**src/rtl/huffman_encoder.sv**
```systemverilog
// huffman_encoder: serialises one JPEG (run, size, amplitude) symbol as Huffman code bits, then amplitude bits.
// Define HUFF_BIT_COUNT_EN to add bit_count, a 32-bit wrapping count of transferred bits.
module huffman_encoder #(
    parameter int CODE_W = 16,
    parameter int AMP_W  = 11
) (
    input  logic              clk,
    input  logic              rst,
    input  logic              ac_dc_flag,
    input  logic [3:0]        r_value,
    input  logic [3:0]        s_value,
    input  logic [AMP_W-1:0]  amplitude,
    input  logic              sym_valid,
    output logic              sym_ready,
    output logic              tbl_ac_dc,
    output logic [3:0]        tbl_r,
    output logic [3:0]        tbl_s,
    input  logic [CODE_W-1:0] tbl_code,
    input  logic [4:0]        tbl_len,
    output logic              out_bit,
    output logic              out_valid,
    input  logic              out_ready,
`ifdef HUFF_BIT_COUNT_EN
    output logic [31:0]       bit_count,
`endif
    output logic              busy,
    output logic              err
);
    // state  | meaning
    // IDLE   | waiting for a symbol, sym_ready high
    // LOOKUP | registered symbol on tbl_*, capture code and length
    // CODE   | shifting out Huffman code bits MSB-first
    // AMP    | shifting out the low s amplitude bits MSB-first
    typedef enum logic [1:0] {IDLE, LOOKUP, CODE, AMP} state_t;

    localparam logic [5:0] CODE_W_L = 6'(CODE_W);
    localparam logic [4:0] AMP_W_L  = 5'(AMP_W);

    state_t              state;
    state_t              state_nxt;
    logic                flag_q;
    logic [3:0]          r_q;
    logic [3:0]          s_q;
    logic [AMP_W-1:0]    amp_q;
    logic [CODE_W-1:0]   code_q;
    logic [4:0]          cnt_q;
    logic                err_q;
    logic                bad_sym;
    logic                last;

    assign bad_sym = (tbl_len == 5'd0) || ({1'b0, tbl_len} > CODE_W_L) ||
                     (flag_q ? (s_q > 4'd11) : (s_q > 4'd10));
    assign last    = (cnt_q == 5'd0);

    assign tbl_ac_dc = flag_q;
    assign tbl_r     = r_q;
    assign tbl_s     = s_q;
    assign busy      = (state != IDLE);
    assign err       = err_q;

    always_ff @(posedge clk) begin
        if (rst)
            state <= IDLE;
        else
            state <= state_nxt;
    end

    always_comb begin
        state_nxt = state;
        sym_ready = 1'b0;
        out_valid = 1'b0;
        out_bit   = 1'b0;
        case (state)
            IDLE: begin
                sym_ready = 1'b1;
                if (sym_valid)
                    state_nxt = LOOKUP;
            end
            LOOKUP: state_nxt = bad_sym ? IDLE : CODE;
            CODE: begin
                out_valid = 1'b1;
                out_bit   = code_q[CODE_W-1];
                if (out_ready && last)
                    state_nxt = (s_q != 4'd0) ? AMP : IDLE;
            end
            AMP: begin
                out_valid = 1'b1;
                out_bit   = amp_q[AMP_W-1];
                if (out_ready && last)
                    state_nxt = IDLE;
            end
            default: state_nxt = IDLE;
        endcase
    end

    // Code and amplitude are held left-aligned so the output bit is always the MSB.
    always_ff @(posedge clk) begin
        if (rst) begin
            flag_q <= 1'b0;
            r_q    <= '0;
            s_q    <= '0;
            amp_q  <= '0;
            code_q <= '0;
            cnt_q  <= '0;
            err_q  <= 1'b0;
        end else begin
            case (state)
                IDLE: begin
                    if (sym_valid) begin
                        flag_q <= ac_dc_flag;
                        r_q    <= ac_dc_flag ? 4'd0 : r_value;
                        s_q    <= s_value;
                        amp_q  <= amplitude << (AMP_W_L - {1'b0, s_value});
                    end
                end
                LOOKUP: begin
                    code_q <= tbl_code << (CODE_W_L - {1'b0, tbl_len});
                    cnt_q  <= tbl_len - 5'd1;
                    if (bad_sym)
                        err_q <= 1'b1;
                end
                CODE: begin
                    if (out_ready) begin
                        if (last) begin
                            cnt_q <= {1'b0, s_q} - 5'd1;
                        end else begin
                            cnt_q  <= cnt_q - 5'd1;
                            code_q <= code_q << 1;
                        end
                    end
                end
                AMP: begin
                    if (out_ready) begin
                        cnt_q <= cnt_q - 5'd1;
                        amp_q <= amp_q << 1;
                    end
                end
                default: ;
            endcase
        end
    end

`ifdef HUFF_BIT_COUNT_EN
    logic [31:0] bit_cnt;

    always_ff @(posedge clk) begin
        if (rst)
            bit_cnt <= '0;
        else if (out_valid && out_ready)
            bit_cnt <= bit_cnt + 32'd1;
    end

    assign bit_count = bit_cnt;
`endif

endmodule
```
**config.mk**
```make
export PLATFORM = sky130hd
export DESIGN_NAME = huffman_encoder
export DESIGN_NICKNAME = d
export VERILOG_FILES = /design/src/rtl/huffman_encoder.sv
export SDC_FILE = /design/constraint.sdc
export NUM_CORES = 1
export LEC_CHECK = 0
export ABC_AREA = 1
export BUFFER_PORTS_ARGS = -buffer_cell sky130_fd_sc_hd__buf_2
export CAP_MARGIN = 20
export CELL_PAD_IN_SITES_DETAIL_PLACEMENT = 1
export CELL_PAD_IN_SITES_GLOBAL_PLACEMENT = 1
export CORE_AREA = 2 2 100 102
export CTS_CLUSTER_SIZE = 16
export DETAILED_ROUTE_END_ITERATION = 10
export DIE_AREA = 0 0 102 104
export GPL_ROUTABILITY_DRIVEN = 0
export HOLD_SLACK_MARGIN = 0.15
export PLACE_DENSITY = 0.86
export SKIP_CTS_REPAIR_TIMING = 1
export SYNTH_ARGS = -nofsm -noshare
export SYNTH_HDL_FRONTEND = slang
export SYNTH_SLANG_ARGS = --single-unit
```
**constraint.sdc**
```tcl
create_clock -name clk -period 2.2 [get_ports clk]
set_clock_uncertainty 0.1 [all_clocks]
set_input_delay 0.55 -clock clk [delete_from_list [all_inputs] [get_ports clk]]
set_output_delay 0.55 -clock clk [all_outputs]
set_load 0.05 [all_outputs]
```
==> flow_summary_export.csv <==
group,metric,value,unit
outcome,status,"finished, final reports clean",
cts,clk_root_buffer_cell,"clkbuf_8",
die,rows,36,
die,fp.dieW,102,um
worst_setup_path,r2r_start,"state[1]",
worst_setup_path,required,1550,ps
cts,tritoncts,"done",
run,maxCapViolations,0,
yosys,yosysSeqAreaShare,27.2,%
global_route,overflow,0,
yosys,yosys_warnings,0,
worst_setup_path,regToRegEndpoint,"code_q[13]",
sta,max_freq,471,MHz
worst_setup_path,crit_arrival,1470,ps
yosys,syn_area_per_cell,6.29,um2
cts,cts.sinks,44,
hold_path,min-delay-start,"tbl_r[2]",
worst_setup_path,critPathSlowestCell,"dfxtp_1",
power_and_ir_drop,power_frac_comb,53.4,%
worst_setup_path,start_kind,"register",
hold_path,hold_path_class,"register to register",
sta,fin_tns_setup,0,ps
power_and_ir_drop,max-vdd-ir-drop,0.321,mV
hold_path,holdPathEnd,"tbl_r[2]",
sta,finalHoldViolCount,0,
global_route,grt_pass1_wl,17000,um
die,start_util,33.9,%
detailed_routing,viasPerCell,5.20,
global_route,grtUsageTotal,19.2,%
cells_and_area,final_common_cell,"nand2_1",
worst_setup_path,rr_worst_depth,8,
cts,h-tree-depth,2,
power_and_ir_drop,p_int,2.02,mW
detailed_routing,drt.antenna.violating_nets,0,
global_route,antenna_found_initial,0,
yosys,syn_inst,515,
detailed_routing,vias,3663,
detailed_routing,wire_per_inst,14.0,um
cts,numCtsBuffers,5,
place,port_buffers,58,
yosys,synth_area,3240,um2
detailed_routing,drt-initial-drc-count,116,
worst_setup_path,critPathCaptureType,"output pin",
power_and_ir_drop,sequentialPowerShare,32.5,%
place,dpl.hpwl,7940,um
power_and_ir_drop,p_leak,1.73,nW
cts,clk_latency,300,ps
worst_setup_path,path_max_fanout,5,
sta,period_share,96.6,%
hold_path,holdPathStages,2,
sta,worstMarginPinSlew,380,ps
die,die_h,104,um
sta,period_minus_slack,2120,ps
cells_and_area,num-nets-final,623,
yosys,synth_edf_count,0,
die,pin_count,59,
sta,finalSetupViolations,0,
cells_and_area,insertedDiodeCount,0,
yosys,synthArstFlopShare,0,%
yosys,syn_nets,567,
worst_setup_path,max_stage_delay,490,ps
detailed_routing,drc,0,
power_and_ir_drop,p_sw,1.86,mW
yosys,synth.distinct_cells,44,
cts,clockBufferDepth,2,
detailed_routing,first_pass_iters,6,
worst_setup_path,critPathKind,"register to output pin",
cells_and_area,layout_common_cells,"nand2_1, o21ai_0, a21oi_1, nand3_1, buf_2",
detailed_routing,wl,9890,um
sta,slew_headroom,74.3,%
cells_and_area,drive_above_1_share,20.0,%
global_route,grt_max_degree,24,
cells_and_area,areaGrowthSynthToFinish,16.8,%
power_and_ir_drop,clkPwrFrac,14.2,%
power_and_ir_drop,p_sw_share,48.0,%
power_and_ir_drop,pwr_density_cell,1020,nW/um2
global_route,grt_pass1_vias,3730,
sta,finalMaxSlewViolations,0,
die,core,9550,um2
sta,rsz0062_at_grt,"false",
worst_setup_path,r2r_slack,380,ps
cells_and_area,nFillCells,1317,
cells_and_area,final_util,39.6,%
cts,clk_pin_slew,80,ps
worst_setup_path,crit_chain,"nand2_1, inv_1, a22o_1, buf_2",
die,dieArea,10600,um2
yosys,ys.flop_type,"dfxtp_1",
yosys,ys_seq_elements,44,
==> area by class of cell <==
type	count	area (um2)	area share, %
inverter	42	159	4.20
tap	133	166	4.40
clock buffer	7	96.3	2.55
sequential	44	881	23.3
timing repair buffer	75	418	11.0
multi-input combinational	403	2060	54.5
==> flip-flops by register name, summed over array words and instances, names as in the netlist <==
| name | cells |
|---|---|
| cnt_q | 5 |
| amp_q | 11 |
| tbl_ac_dc | 1 |
| tbl_s | 4 |
| code_q | 16 |
| tbl_r | 4 |
| err | 1 |
| state | 2 |
==> routing by layer <==
metal | track usage, % | up-vias | part of all wire [%]
met5 | 0 | - | 0
met3 | 2.62 | 9 | 2.7
met2 | 33.7 | 56 | 49
met4 | 4.10 | 0 | 0.98
li1 | - | 1852 | -
met1 | 24.6 | 1746 | 47
==> cell families (layout without fill, tap and decap cells) <==
kind of cell / count (synthesis) / in the layout / synth area share, %
simple gates: 236 / 236 / 33.2
buf+inv: 68 / 124 / 9.12
flops: 44 / 44 / 27.2
xor+xnor: 5 / 5 / 1.58
compound gates: 155 / 155 / 26.2
fa+ha+maj: 7 / 7 / 2.70
==> power groups by stage <==
stage,Sequential (mW),Combinational [mW],Clock (mW)
floorplan,1.35,1.40,0
global placement,1.26,1.96,0
detailed placement,1.27,2.06,0
CTS,1.26,2.07,0.559
global route,1.29,2.31,0.604
finish,1.26,2.07,0.548
==> synth_stat cells (2+ instances only) <==
cell type | instances | share of area, %
nand3_1 | 60 | 9.3
nand2_2 | 3 | 0.58
a31oi_1 | 4 | 0.77
a21oi_1 | 61 | 9.4
xor2_1 | 2 | 0.54
nor2_4 | 2 | 0.70
inv_1 | 33 | 3.8
buf_6 | 3 | 1.0
xnor2_1 | 2 | 0.54
o21ai_0 | 63 | 9.7
dfxtp_1 | 44 | 27
ha_1 | 7 | 2.7
nand3_2 | 6 | 1.9
nor2_2 | 3 | 0.58
clkbuf_1 | 12 | 1.4
nor3_1 | 5 | 0.77
o21ai_1 | 5 | 0.77
nand2_4 | 4 | 1.4
nand4_1 | 2 | 0.39
inv_2 | 7 | 0.81
o22ai_1 | 2 | 0.39
buf_2 | 10 | 1.5
a21boi_0 | 2 | 0.46
nand2_1 | 120 | 14
o211ai_1 | 6 | 1.4
nor2_1 | 29 | 3.4
==> per-stage QoR <==
step                      hold slack (ps)  setup slack, ps  cells  cell area [um2]  power [mW]
final                                 365             75.4    704             3780        3.87
after global routing                  381             3.67    704             3780        4.21
after CTS                             367             43.1    704             3780        3.89
after detailed placement              355             23.4    697             3690        3.33
after global placement                348             78.9    697             3690        3.22
after floorplan                       345            0.149    515             3240        2.75
==> worst max path at each step <==
stage / from / endpoint / slack (ps) / depth (start not counted)
after global routing: state[0] / out_bit / 4 / 4
final: state[0] / out_bit / 80 / 4
after floorplan: tbl_len[0] / code_q[14] / 0.1 / 11
after CTS: state[0] / out_bit / 40 / 4
after detailed placement: tbl_len[0] / code_q[10] / 20 / 13
after global placement: tbl_len[0] / code_q[10] / 80 / 13
==> worst max-delay path, delay by kind of cell, from the launching register on <==
kind | cells | cell delay [ps]
DFF | 1 | 490
buffers and inverters | 2 | 370
and+or+nand+nor | 1 | 110
AOI/OAI and AO/OA | 1 | 200
Note: power is estimated with default switching activity, not from simulation.
